File: config.mk
export PLATFORM = sky130hd
export DESIGN_NAME = dm_arbiter
export DESIGN_NICKNAME = d
export VERILOG_FILES = /design/src/rtl/dm_arbiter.sv
export SDC_FILE = /design/constraint.sdc
export NUM_CORES = 1
export LEC_CHECK = 0
export ABC_CLOCK_PERIOD_IN_PS = 6300
export CORE_UTILIZATION = 44
export CTS_CLUSTER_SIZE = 30
export DETAILED_ROUTE_END_ITERATION = 8
export MAX_ROUTING_LAYER = met4
export PLACE_DENSITY = 0.9
export SLEW_MARGIN = 5
export SYNTH_ARGS = -nofsm -noshare
export SYNTH_HDL_FRONTEND = slang
export SYNTH_SLANG_ARGS = --single-unit
export TNS_END_PERCENT = 10
File: constraint.sdc
create_clock -name clk -period 6.3 [get_ports clk]
set_clock_uncertainty 0.05 [all_clocks]
set_input_delay 0.63 -clock clk [delete_from_list [all_inputs] [get_ports clk]]
set_output_delay 0.63 -clock clk [all_outputs]
set_load 0.02 [all_outputs]
File: src/rtl/dm_arbiter.sv
// dm_arbiter: round-robin two-requester arbiter and sequencer for the word-only DM.
// Optional write trace enabled by defining DM_ARB_TRACE_EN.
module dm_arbiter #(
  parameter int MEM_WORDS = 3072,
  parameter int ADDR_W    = 32
) (
  input  logic              clk,
  input  logic              reset,
  input  logic              req0,
  input  logic              we0,
  input  logic [3:0]        be0,
  input  logic [ADDR_W-1:0] addr0,
  input  logic [31:0]       wdata0,
  output logic              ack0,
  output logic [31:0]       rdata0,
  input  logic              req1,
  input  logic              we1,
  input  logic [3:0]        be1,
  input  logic [ADDR_W-1:0] addr1,
  input  logic [31:0]       wdata1,
  output logic              ack1,
  output logic [31:0]       rdata1,
  output logic              err,
  output logic              busy,
  output logic              grant,
  output logic [ADDR_W-1:0] mem_addr,
  output logic              mem_we,
  output logic [31:0]       mem_wdata,
  input  logic [31:0]       mem_rdata
);

  typedef enum logic [1:0] {
    IDLE,
    ACCESS,
    RMW_WR,
    RESP
  } state_e;

  localparam logic [ADDR_W-3:0] LIMIT = (ADDR_W-2)'(MEM_WORDS);

  state_e            state_q, state_d;
  logic              gid_q, gid_d;
  logic              last_q, last_d;
  logic              we_q, we_d;
  logic [3:0]        be_q, be_d;
  logic [ADDR_W-3:0] waddr_q, waddr_d;
  logic [31:0]       wdata_q, wdata_d;
  logic [31:0]       merge_q, merge_d;
  logic              errp_q, errp_d;
  logic [31:0]       rdata0_q, rdata0_d;
  logic [31:0]       rdata1_q, rdata1_d;

  logic              pick;
  logic              oor;
  logic              rd_load;
  logic [31:0]       rd_val;
  logic              unused_addr;

  // Byte offset bits are ignored: the memory is word-organised.
  assign unused_addr = ^{addr0[1:0], addr1[1:0]};

  // State and datapath registers.
  always_ff @(posedge clk or posedge reset) begin
    if (reset) begin
      state_q  <= IDLE;
      gid_q    <= 1'b0;
      last_q   <= 1'b1;
      we_q     <= 1'b0;
      be_q     <= '0;
      waddr_q  <= '0;
      wdata_q  <= '0;
      merge_q  <= '0;
      errp_q   <= 1'b0;
      rdata0_q <= '0;
      rdata1_q <= '0;
    end else begin
      state_q  <= state_d;
      gid_q    <= gid_d;
      last_q   <= last_d;
      we_q     <= we_d;
      be_q     <= be_d;
      waddr_q  <= waddr_d;
      wdata_q  <= wdata_d;
      merge_q  <= merge_d;
      errp_q   <= errp_d;
      rdata0_q <= rdata0_d;
      rdata1_q <= rdata1_d;
    end
  end

  // Arbitration, access sequencing and memory port drive.
  always_comb begin
    state_d   = state_q;
    gid_d     = gid_q;
    last_d    = last_q;
    we_d      = we_q;
    be_d      = be_q;
    waddr_d   = waddr_q;
    wdata_d   = wdata_q;
    merge_d   = merge_q;
    errp_d    = errp_q;
    rdata0_d  = rdata0_q;
    rdata1_d  = rdata1_q;
    mem_addr  = '0;
    mem_we    = 1'b0;
    mem_wdata = '0;
    rd_load   = 1'b0;
    rd_val    = '0;
    pick      = (req0 & req1) ? ~last_q : req1;
    oor       = (waddr_q >= LIMIT);

    unique case (state_q)
      IDLE: begin
        if (req0 | req1) begin
          gid_d   = pick;
          we_d    = pick ? we1 : we0;
          be_d    = pick ? be1 : be0;
          waddr_d = pick ? addr1[ADDR_W-1:2] : addr0[ADDR_W-1:2];
          wdata_d = pick ? wdata1 : wdata0;
          state_d = ACCESS;
        end
      end
      ACCESS: begin
        mem_addr = {waddr_q, 2'b00};
        rd_load  = 1'b1;
        state_d  = RESP;
        if (oor) begin
          errp_d = 1'b1;
        end else if (!we_q) begin
          rd_val = mem_rdata;
        end else if (be_q == 4'hF) begin
          mem_we    = 1'b1;
          mem_wdata = wdata_q;
        end else if (be_q != 4'h0) begin
          rd_load = 1'b0;
          merge_d = mem_rdata;
          state_d = RMW_WR;
        end
      end
      RMW_WR: begin
        mem_addr = {waddr_q, 2'b00};
        mem_we   = 1'b1;
        for (int i = 0; i < 4; i++) begin
          mem_wdata[8*i +: 8] = be_q[i] ? wdata_q[8*i +: 8]
                                        : merge_q[8*i +: 8];
        end
        rd_load = 1'b1;
        state_d = RESP;
      end
      RESP: begin
        mem_addr = {waddr_q, 2'b00};
        last_d   = gid_q;
        errp_d   = 1'b0;
        state_d  = IDLE;
      end
      default: state_d = IDLE;
    endcase

    if (rd_load) begin
      if (gid_q) rdata1_d = rd_val;
      else       rdata0_d = rd_val;
    end
  end

  assign ack0   = (state_q == RESP) & ~gid_q;
  assign ack1   = (state_q == RESP) & gid_q;
  assign err    = (state_q == RESP) & errp_q;
  assign busy   = (state_q != IDLE);
  assign grant  = gid_q;
  assign rdata0 = rdata0_q;
  assign rdata1 = rdata1_q;

`ifdef DM_ARB_TRACE_EN
  // Log every memory write edge.
  always @(posedge clk) begin
    if (!reset && mem_we)
      $display("@%0d: *%h <= %h", gid_q, mem_addr, mem_wdata);
  end
`endif

endmodule

**After elaboration in Yosys (flattened, before gate mapping)**

Index checks and enable logic that the tools add are counted.

- Output and inout port bits: 134
- Memory bits (read-only): 0
- Latch bits: 0
- Bits in registers: 168
- Logic and storage cells: 71
- Input bits: 174
- Memory bits (writable): 0
- Memories: 0

- $lt $le $gt $ge: 1
- Reductions and logical operators: 10
- Add/subtract/negate cells: 0
- Multipliers: 0
- Shift-type cells: 0
- Mux-type cells: 34
- Bitwise operators: 9
- Div/mod/pow operators: 0
- Eq/ne operators: 6

Operators with widths:

| operator | count |
|---|---|
| 2-to-1 mux 32 bit | 8 |
| one-hot mux 32 bit (2 select lines) | 1 |
| 2-to-1 mux 8 bit | 4 |
| greater-or-equal comparator 30 x 12 -> 1 bit, second input constant | 1 |
| 2-to-1 mux 30 bit | 1 |
| 2-to-1 mux 1 bit | 14 |
| one-hot mux 2 bit (4 select lines) | 1 |
| AND reduction 2 bit | 4 |
| one-hot mux 1 bit (2 select lines) | 3 |
| AND reduction 5 bit | 1 |
| AND 1 bit | 4 |
| equality test 2 bit, second input constant | 2 |
| equality test 4 bit, second input constant | 1 |
| 2-to-1 mux 4 bit | 1 |
| inequality test 2 bit, second input constant | 2 |
| NOT 1 bit | 4 |
| nonzero test 2 bit | 2 |
| nonzero test 4 bit | 1 |
| OR reduction 3 bit | 1 |
| equality test 2 x 1 -> 1 bit, second input constant | 1 |
| logical NOT 2 bit | 1 |
| 2-to-1 mux 2 bit | 1 |
| OR 1 bit | 1 |

**Logic depth before layout (Yosys ltp)**

Gate-level depths: netlist of run 1.

- Depth after elaboration: 7
- Mapped depth: 8
- Depth with buffers taken out: 6

**Least setup slack after synthesis of run 1**

Ideal clock, no wire load.

- Path kind: reg-to-output
- From: reg waddr_q[22]
- To: out mem_wdata[29]
- Buffers on the path: 1
- Cell stages (with the launch flop): 7
- Required time: 5.620 ns
- Slack: 3.408 ns
- Arrival: 2.212 ns
- Cell sequence: dfrtp_1 nor4_1 nand3_1 nor4_1 clkbuf_1 o21ai_0 a21boi_0

- Cells in the longest elaborated chain, start to end: 3

Ends and longest elaborated chain:

| what | RTL line | source |
|---|---|---|
| start: declaration | 46 | `logic [ADDR_W-3:0] waddr_q, waddr_d;` |
| start signal: assignment | 82 | `waddr_q <= waddr_d;` |
| greater-or-equal comparator 30 x 12 -> 1 bit | 110 | `oor = (waddr_q >= LIMIT);` |
| 2-to-1 mux 32 bit | 127 | `if (oor) begin` |
| one-hot mux 32 bit (2 select lines) | 112 | `unique case (state_q)` |
| end: declaration | 28 | `output logic [31:0] mem_wdata,` |

Every way passes these cells.

**Worst setup path after layout of run 1**

- From: reg waddr_q[12]
- To: out mem_wdata[3]

Same word-level chain as after synthesis.

==> results of run 1 <==
-- worst max-delay path, cell delays in order, from the launching register on --
cell	delay, ns
dfrtp_1	0.40
nor4_1	0.39
nand3_1	0.21
nor4_2	0.35
buf_4	0.33
a22oi_1	0.14
nor2b_1	0.16
clkdlybuf4s50_1	0.65
-- flip-flops by register name, summed over array words and instances (netlist names) --
| name | flops |
|---|---|
| state_q | 2 |
| wdata_q | 32 |
| grant | 1 |
| be_q | 4 |
| rdata0 | 32 |
| we_q | 1 |
| last_q | 1 |
| waddr_q | 30 |
| errp_q | 1 |
| merge_q | 32 |
| rdata1 | 32 |
-- through the flow --
stage | total power (W) | hold WS [ns] | instances
final | 0.00438 | 0.421 | 1214
after detailed placement | 0.00340 | 0.412 | 1181
after floorplan | 0.00260 | 0.392 | 700
after global routing | 0.00462 | 0.447 | 1214
after global placement | 0.00333 | 0.407 | 1181
after CTS | 0.00440 | 0.427 | 1213
-- layout make-up --
| cell class | instances | area, sq um | area share (%) |
|---|---|---|---|
| sequential | 168 | 4210 | 35.7 |
| inverter | 6 | 27.5 | 0.234 |
| clock buffer | 20 | 437 | 3.71 |
| clock inverter | 12 | 118 | 0.999 |
| multi-input combinational | 468 | 3590 | 30.5 |
| antenna | 1 | 2.50 | 0.0213 |
| tap | 225 | 282 | 2.39 |
| timing repair buffer | 314 | 3110 | 26.4 |
-- cell families (layout without fill, tap and decap cells) --
group / count (synthesis) / after routing / share of synthesized area [%]
multiplexers: 130 / 130 / 17.5
AND/OR/NAND/NOR: 155 / 155 / 10.1
adder cells (fa/ha/maj): 4 / 4 / 0.624
AO/OA/AOI/OAI: 177 / 177 / 15.6
other: 1 / 3 / 0.0468
flip-flops: 168 / 168 / 52.5
buffers and inverters: 64 / 352 / 3.68
-- final timing paths --
| check | start | end | depth (start not counted) |
|---|---|---|---|
| max | waddr_q[12]$_DFFE_PP0P_ | mem_wdata[3] | 7 |
| min | waddr_q[9]$_DFFE_PP0P_ | waddr_q[9]$_DFFE_PP0P_ | 2 |
| max reg2reg | state_q[0]$_DFFE_PP0P_ | rdata1[6]$_DFFE_PP0P_ | 6 |
| min reg2reg | waddr_q[9]$_DFFE_PP0P_ | waddr_q[9]$_DFFE_PP0P_ | 2 |
| max in group asynchronous | reset | grant$_DFFE_PP0P_ | 3 |
| min in group asynchronous | reset | rdata1[17]$_DFFE_PP0P_ | 2 |
-- placed cells by master, fill, tap and decap left out, types with 2 or more instances in the layout --
| cell | n |
|---|---|
| clkdlybuf4s50_1 | 301 |
| dfrtp_1 | 167 |
| nand2_1 | 71 |
| o21ai_0 | 70 |
| mux2i_1 | 68 |
| a22o_1 | 65 |
| nor2b_1 | 61 |
| mux2_2 | 55 |
| a22oi_1 | 30 |
| clkbuf_16 | 17 |
| buf_4 | 13 |
| mux2_4 | 7 |
| nor4_1 | 6 |
| inv_1 | 5 |
| inv_6 | 5 |
| and2_1 | 4 |
| clkinvlp_4 | 4 |
| ha_1 | 3 |
| clkbuf_1 | 3 |
| nor2_1 | 2 |
| o311ai_4 | 2 |
| nor4b_4 | 2 |
| nand3b_1 | 2 |
| a21boi_0 | 2 |
| conb_1 | 2 |
| clkinv_4 | 2 |
-- report_power, final --
group          leakage (nW)  switching (W)  total (W)  internal, W
Combinational          2.64       0.000999    0.00185     0.000847
Clock                 0.258       0.000440   0.000989     0.000550
Sequential             2.16       0.000223    0.00154      0.00132
-- routing by layer --
metal  global-route usage (%)  part of all wire (%)  wire length [um]  up-vias
li1                         -                     -                 -     3066
met1                     31.6                    42              9680     3267
met2                     43.3                    51             11800      232
met3                     4.67                   5.3              1240       39
met4                     10.3                   2.1               479        0
met5                        -                     0                 0        -
==> impl_results.md, run 1 <==
- H-tree Lvls: 4
- EDFF count, synth: 0
- Reported max-cap violation count: 0
- DR pass1 iterations: 4
- Yosys warning count: 0
- Gr usage total: 26.1%
- Top-area cell type share of the netlist area: a little over half
- CP Data Required Time: between 5 and 6 ns
- Resized Gates After CTS: 0
- Drt initial violations: 330
- # clock sinks: around 170
- Period utilization: just under 60%
- Worst setup margin: 2.56 ns
- CP endpoint kind: output port
- Slew HR: 23.3%
- Total CTS buffers: 17
- Die W: 137 um
- Antenna-violating nets left: 0
- Final hold violations: 0
- P_leak: ~5.1 nW
- Layout Nets: approximately 1,200
- Setup WS pre-CTS: between 2 and 3 ns
- Vias in the first global route: 6,783
- Port Buffers: roughly 300
- GP Congestion: ~0.79
- Max Fclk: roughly 0.27 GHz
- Starting Density: between 40% and 50%
- Mapped Area: between 0.008 and 0.009 sq mm
- Setup_tns: 0 ns
- Root Driver: clkbuf_16
- Fin util: ~67%
- Fin. max-slew vios: 0
- Maximum clock insertion buffer count: 2
- # rows: 48
- Total gr overflow: 0
- Area leader, netlist: dfrtp_1
- Die area: 0.0188 sq mm
- Filler cell count: 1,299
- Final Setup Violations: 0
- Power Density: 372 mW/mm^2
- Critical Path Fanout Max: 19
- Placed instance area: 0.0112 sq mm
- Largest net degree at the start of global routing: between 80 and 90
- R2r setup slk: about 2.8 ns
- Dominant cell by count in the synthesized netlist: dfrtp_1
- Share of cells above drive strength 1: a little under an eighth
- # DRC: 0
- Ys async rst share: 100%
- # IOs: between 300 and 400
- Core Box Area: ~0.018 sq mm
- FF+latch count, synth: roughly 170
- Startpoint types: flop
- Minimum clock period: around 3.7 ns
- CTS tree: done
- Area Growth Syn to Fin: 46.8%
- Cell count after synthesis: about 700
- RSZ-0062 raised after global routing: false
- Least-Margin Pin Slew: 1.15 ns
- Most common library cells after synthesis: dfrtp_1, nand2_1, o21ai_0, mux2i_1, a22o_1
- Arrival time worst endpoint: ~3.1 ns
- CTS Hold Bufs: 0
- Hpwl dp: 16,300 um
- Ys flop type: dfrtp_1
- Die Y: approximately 140 um
- Outcome: finished, final reports clean
- DR vias: 6,604
- Initial antenna violation count: 1
- Wire per inst: 19.1 um
- Critical path class: reg -> out
- IR drop worst, VDD: around 240 uV
- Class of the worst hold path: reg -> reg
- Number of library cell types mapped by synthesis: 37
- Final Cell Area: around 0.012 sq mm
- Post-CTS Repair Setup Buffers: 0
- Clk_lat worst skew: 0.42 ns
- Post-DR vias/cell: 5.44
- Avg Inst Size Synth: approximately 11 sq um
- Sequential area share after synthesis: 52.5%
- Post-Route WL: 23,200 um
- Clock transition at path regs: about 0.060 ns
- First-pass GRT wire length: about 36,000 um
- Top post-synthesis cells by area: dfrtp_1, mux2i_1, mux2_2
(Power assumes the default switching activity.)
==> inputs of run 2 (changes only) <==
ABC_CLOCK_PERIOD_IN_PS = 3300   (was 6300)
CORE_UTILIZATION = 40   (was 44)
PLACE_DENSITY = 0.87   (was 0.9)
clock period = 3.3 ns   (was 6.3 ns; I/O delays follow)
==> impl_results.md, run 2 (same netlist as run 1, synthesis figures left out) <==
- Power Density: 703 mW/mm^2 (+89%)
- Wire per inst: 18.7 um (-2.1%)
- # clock sinks: 168 (unchanged)
- DR pass1 iterations: 4 (unchanged)
- Gr usage total: 24.0% (-2.2 points)
- DR vias: 6,615 (+0.17%)
- Worst path slowest cell: clkdlybuf4s50_1
- Area of the multi-input gates: 0.00360 sq mm (+0.24%)
- N_diodes: 0 (-1)
- Root Driver: clkbuf_16
- Post-Route WL: 23,700 um (+2.1%)
- Core Box Area: 0.0195 sq mm (+11%)
- Fin Hold WS: 0.313 ns (-0.109 ns)
- Least-Margin Pin Slew: 0.773 ns (-0.377 ns)
- Total gr overflow: 0 (unchanged)
- # rows: 51 (+6.3%)
- Layout Nets: 1,166 (+1.1%)
- CTS tree: done
- Setup WS pre-CTS: 0.363 ns (-2.47 ns)
- Critical Path Fanout Max: 13 (-6)
- Area Growth Syn to Fin: 49.9%
- Filler cell count: 1,562 (+20%)
- Maximum clock insertion buffer count: 2 (unchanged)
- Port Buffers: 301 (unchanged)
- Critical path class: reg -> out
- Largest net degree at the start of global routing: 112 (+38%)
- Die W: 144 um (+4.8%)
- Pwr Total: 0.00845 W (+93%)
- H-tree Lvls: 4 (unchanged)
- Slew HR: 48.5% (+25 points)
- Die area: 0.0206 sq mm (+9.8%)
- IR drop worst, VDD: 382 uV (+62%)
- Share of cells above drive strength 1: 13.1% (+1.3 points)
- Arrival time worst endpoint: 2.84 ns (-0.22 ns)
- Die Y: 144 um (+4.8%)
- Vias in the first global route: 6,694 (-1.3%)
- Clock transition at path regs: 0.07 ns (about the same)
- Class of the worst hold path: in -> async
- CP endpoint kind: output port
- CP Data Required Time: 2.92 ns (-2.70 ns)
- Antenna-violating nets left: 0 (unchanged)
- Top delay family on crit path: simple AND/OR/NAND/NOR gates
- Outcome: finished, final reports clean
- Most common cell after layout, fill and taps aside: clkdlybuf4s50_1
- GP Congestion: 0.827 (+4.2%)
- RSZ-0062 raised after global routing: true
- Critical path buffers and inverters: 2 (unchanged)
- Starting Density: 41.1% (-4.7 points)
- Minimum clock period: 3.22 ns
- Drt initial violations: 321 (-2.7%)
- Setup_tns: 0 ns (unchanged)
- CP Cell Sequence: nor4_1 -> nand3_1 -> nor4_4 -> buf_4 -> a22oi_1 -> nor2b_1 -> clkdlybuf4s50_1
- P_leak: 5.56 nW (+9.9%)
- Total CTS buffers: 17 (unchanged)
- Fin util: 61.5% (-5.6 points)
- # IOs: 308 (unchanged)
- Fin. max-slew vios: 0 (unchanged)
- CP max stage delay: 0.63 ns (-0.02 ns)
- Post-CTS Repair Setup Buffers: 0 (unchanged)
- Hpwl dp: 17,300 um (+6.1%)
- Reported max-cap violation count: 0 (unchanged)
- # DRC: 0 (unchanged)
- Period utilization: a little over nine tenths
- Initial antenna violation count: 0 (-1)
- Post-DR vias/cell: 5.23 (-3.9%)
- Final Setup Violations: 0 (unchanged)
- Final hold violations: 0 (unchanged)
- Reg area: 0.00421 sq mm (unchanged)
- Max Fclk: 0.311 GHz
- Clk_lat worst skew: 0.43 ns (about the same)
- Most frequent cells in the layout: clkdlybuf4s50_1, dfrtp_1, nand2_1
- CTS Hold Bufs: 0 (unchanged)
- Worst setup margin: 0.0823 ns (-2.48 ns)
- Startpoint types: flop
- First-pass GRT wire length: 36,300 um (+0.86%)
[run 2: cell type report]
| class | instances | area share (%) |
|---|---|---|
| clock buffers | 18 | 3.57 |
| clock inverters | 14 | 1.11 |
| inverters | 6 | 0.219 |
| multi-input cells | 468 | 29.9 |
| flip-flops and latches | 168 | 35.0 |
| well taps | 265 | 2.76 |
| repair buffers | 327 | 27.4 |
[run 2: path summary, 6_finish.rpt]
path,start,endpoint,slack (ns),cells past startpoint
setup / recovery,waddr_q[18]$_DFFE_PP0P_,mem_wdata[20],0.08,7
hold / removal,reset,waddr_q[2]$_DFFE_PP0P_,0.31,3
max in group asynchronous,reset,rdata0[5]$_DFFE_PP0P_,2.33,3
min in group clk,waddr_q[3]$_DFFE_PP0P_,waddr_q[3]$_DFFE_PP0P_,0.43,2
setup reg to reg,waddr_q[18]$_DFFE_PP0P_,merge_q[22]$_DFFE_PP0P_,0.82,6
hold reg to reg,waddr_q[3]$_DFFE_PP0P_,waddr_q[3]$_DFFE_PP0P_,0.43,2
[run 2: tightest hold or removal path: stages]
cell	delay, ns
clkdlybuf4s50_1	0.44
clkinvlp_4	0.13
buf_12	0.28
[run 2: what timing repair did]
action	CTS	global route
cloned	0	0
gates resized for setup	9	21
endpoints found under the setup margin	24	25
[run 2: power by group]
| part | switching [W] | leakage [nW] | internal, W |
|---|---|---|---|
| clock | 0.000923 | 0.267 | 0.000998 |
| sequential | 0.000326 | 2.16 | 0.00252 |
| combinational | 0.00202 | 3.13 | 0.00167 |
[run 2: stage by stage]
stage	cell area [sq um]	std cells
2_1_floorplan	8020	700
3_3_place_gp	11400	1234
3_5_place_dp	11400	1234
4_1_cts	12000	1266
5_1_grt	12000	1266
6_report	12000	1266
[run 2: layer usage]
layer / up-vias / track usage, % / wire (um)
li1: 3101 / - / -
met1: 3237 / 29.1 / 9910
met2: 223 / 39.3 / 12000
met3: 54 / 3.90 / 1090
met4: 0 / 10.7 / 726
met5: - / - / 0
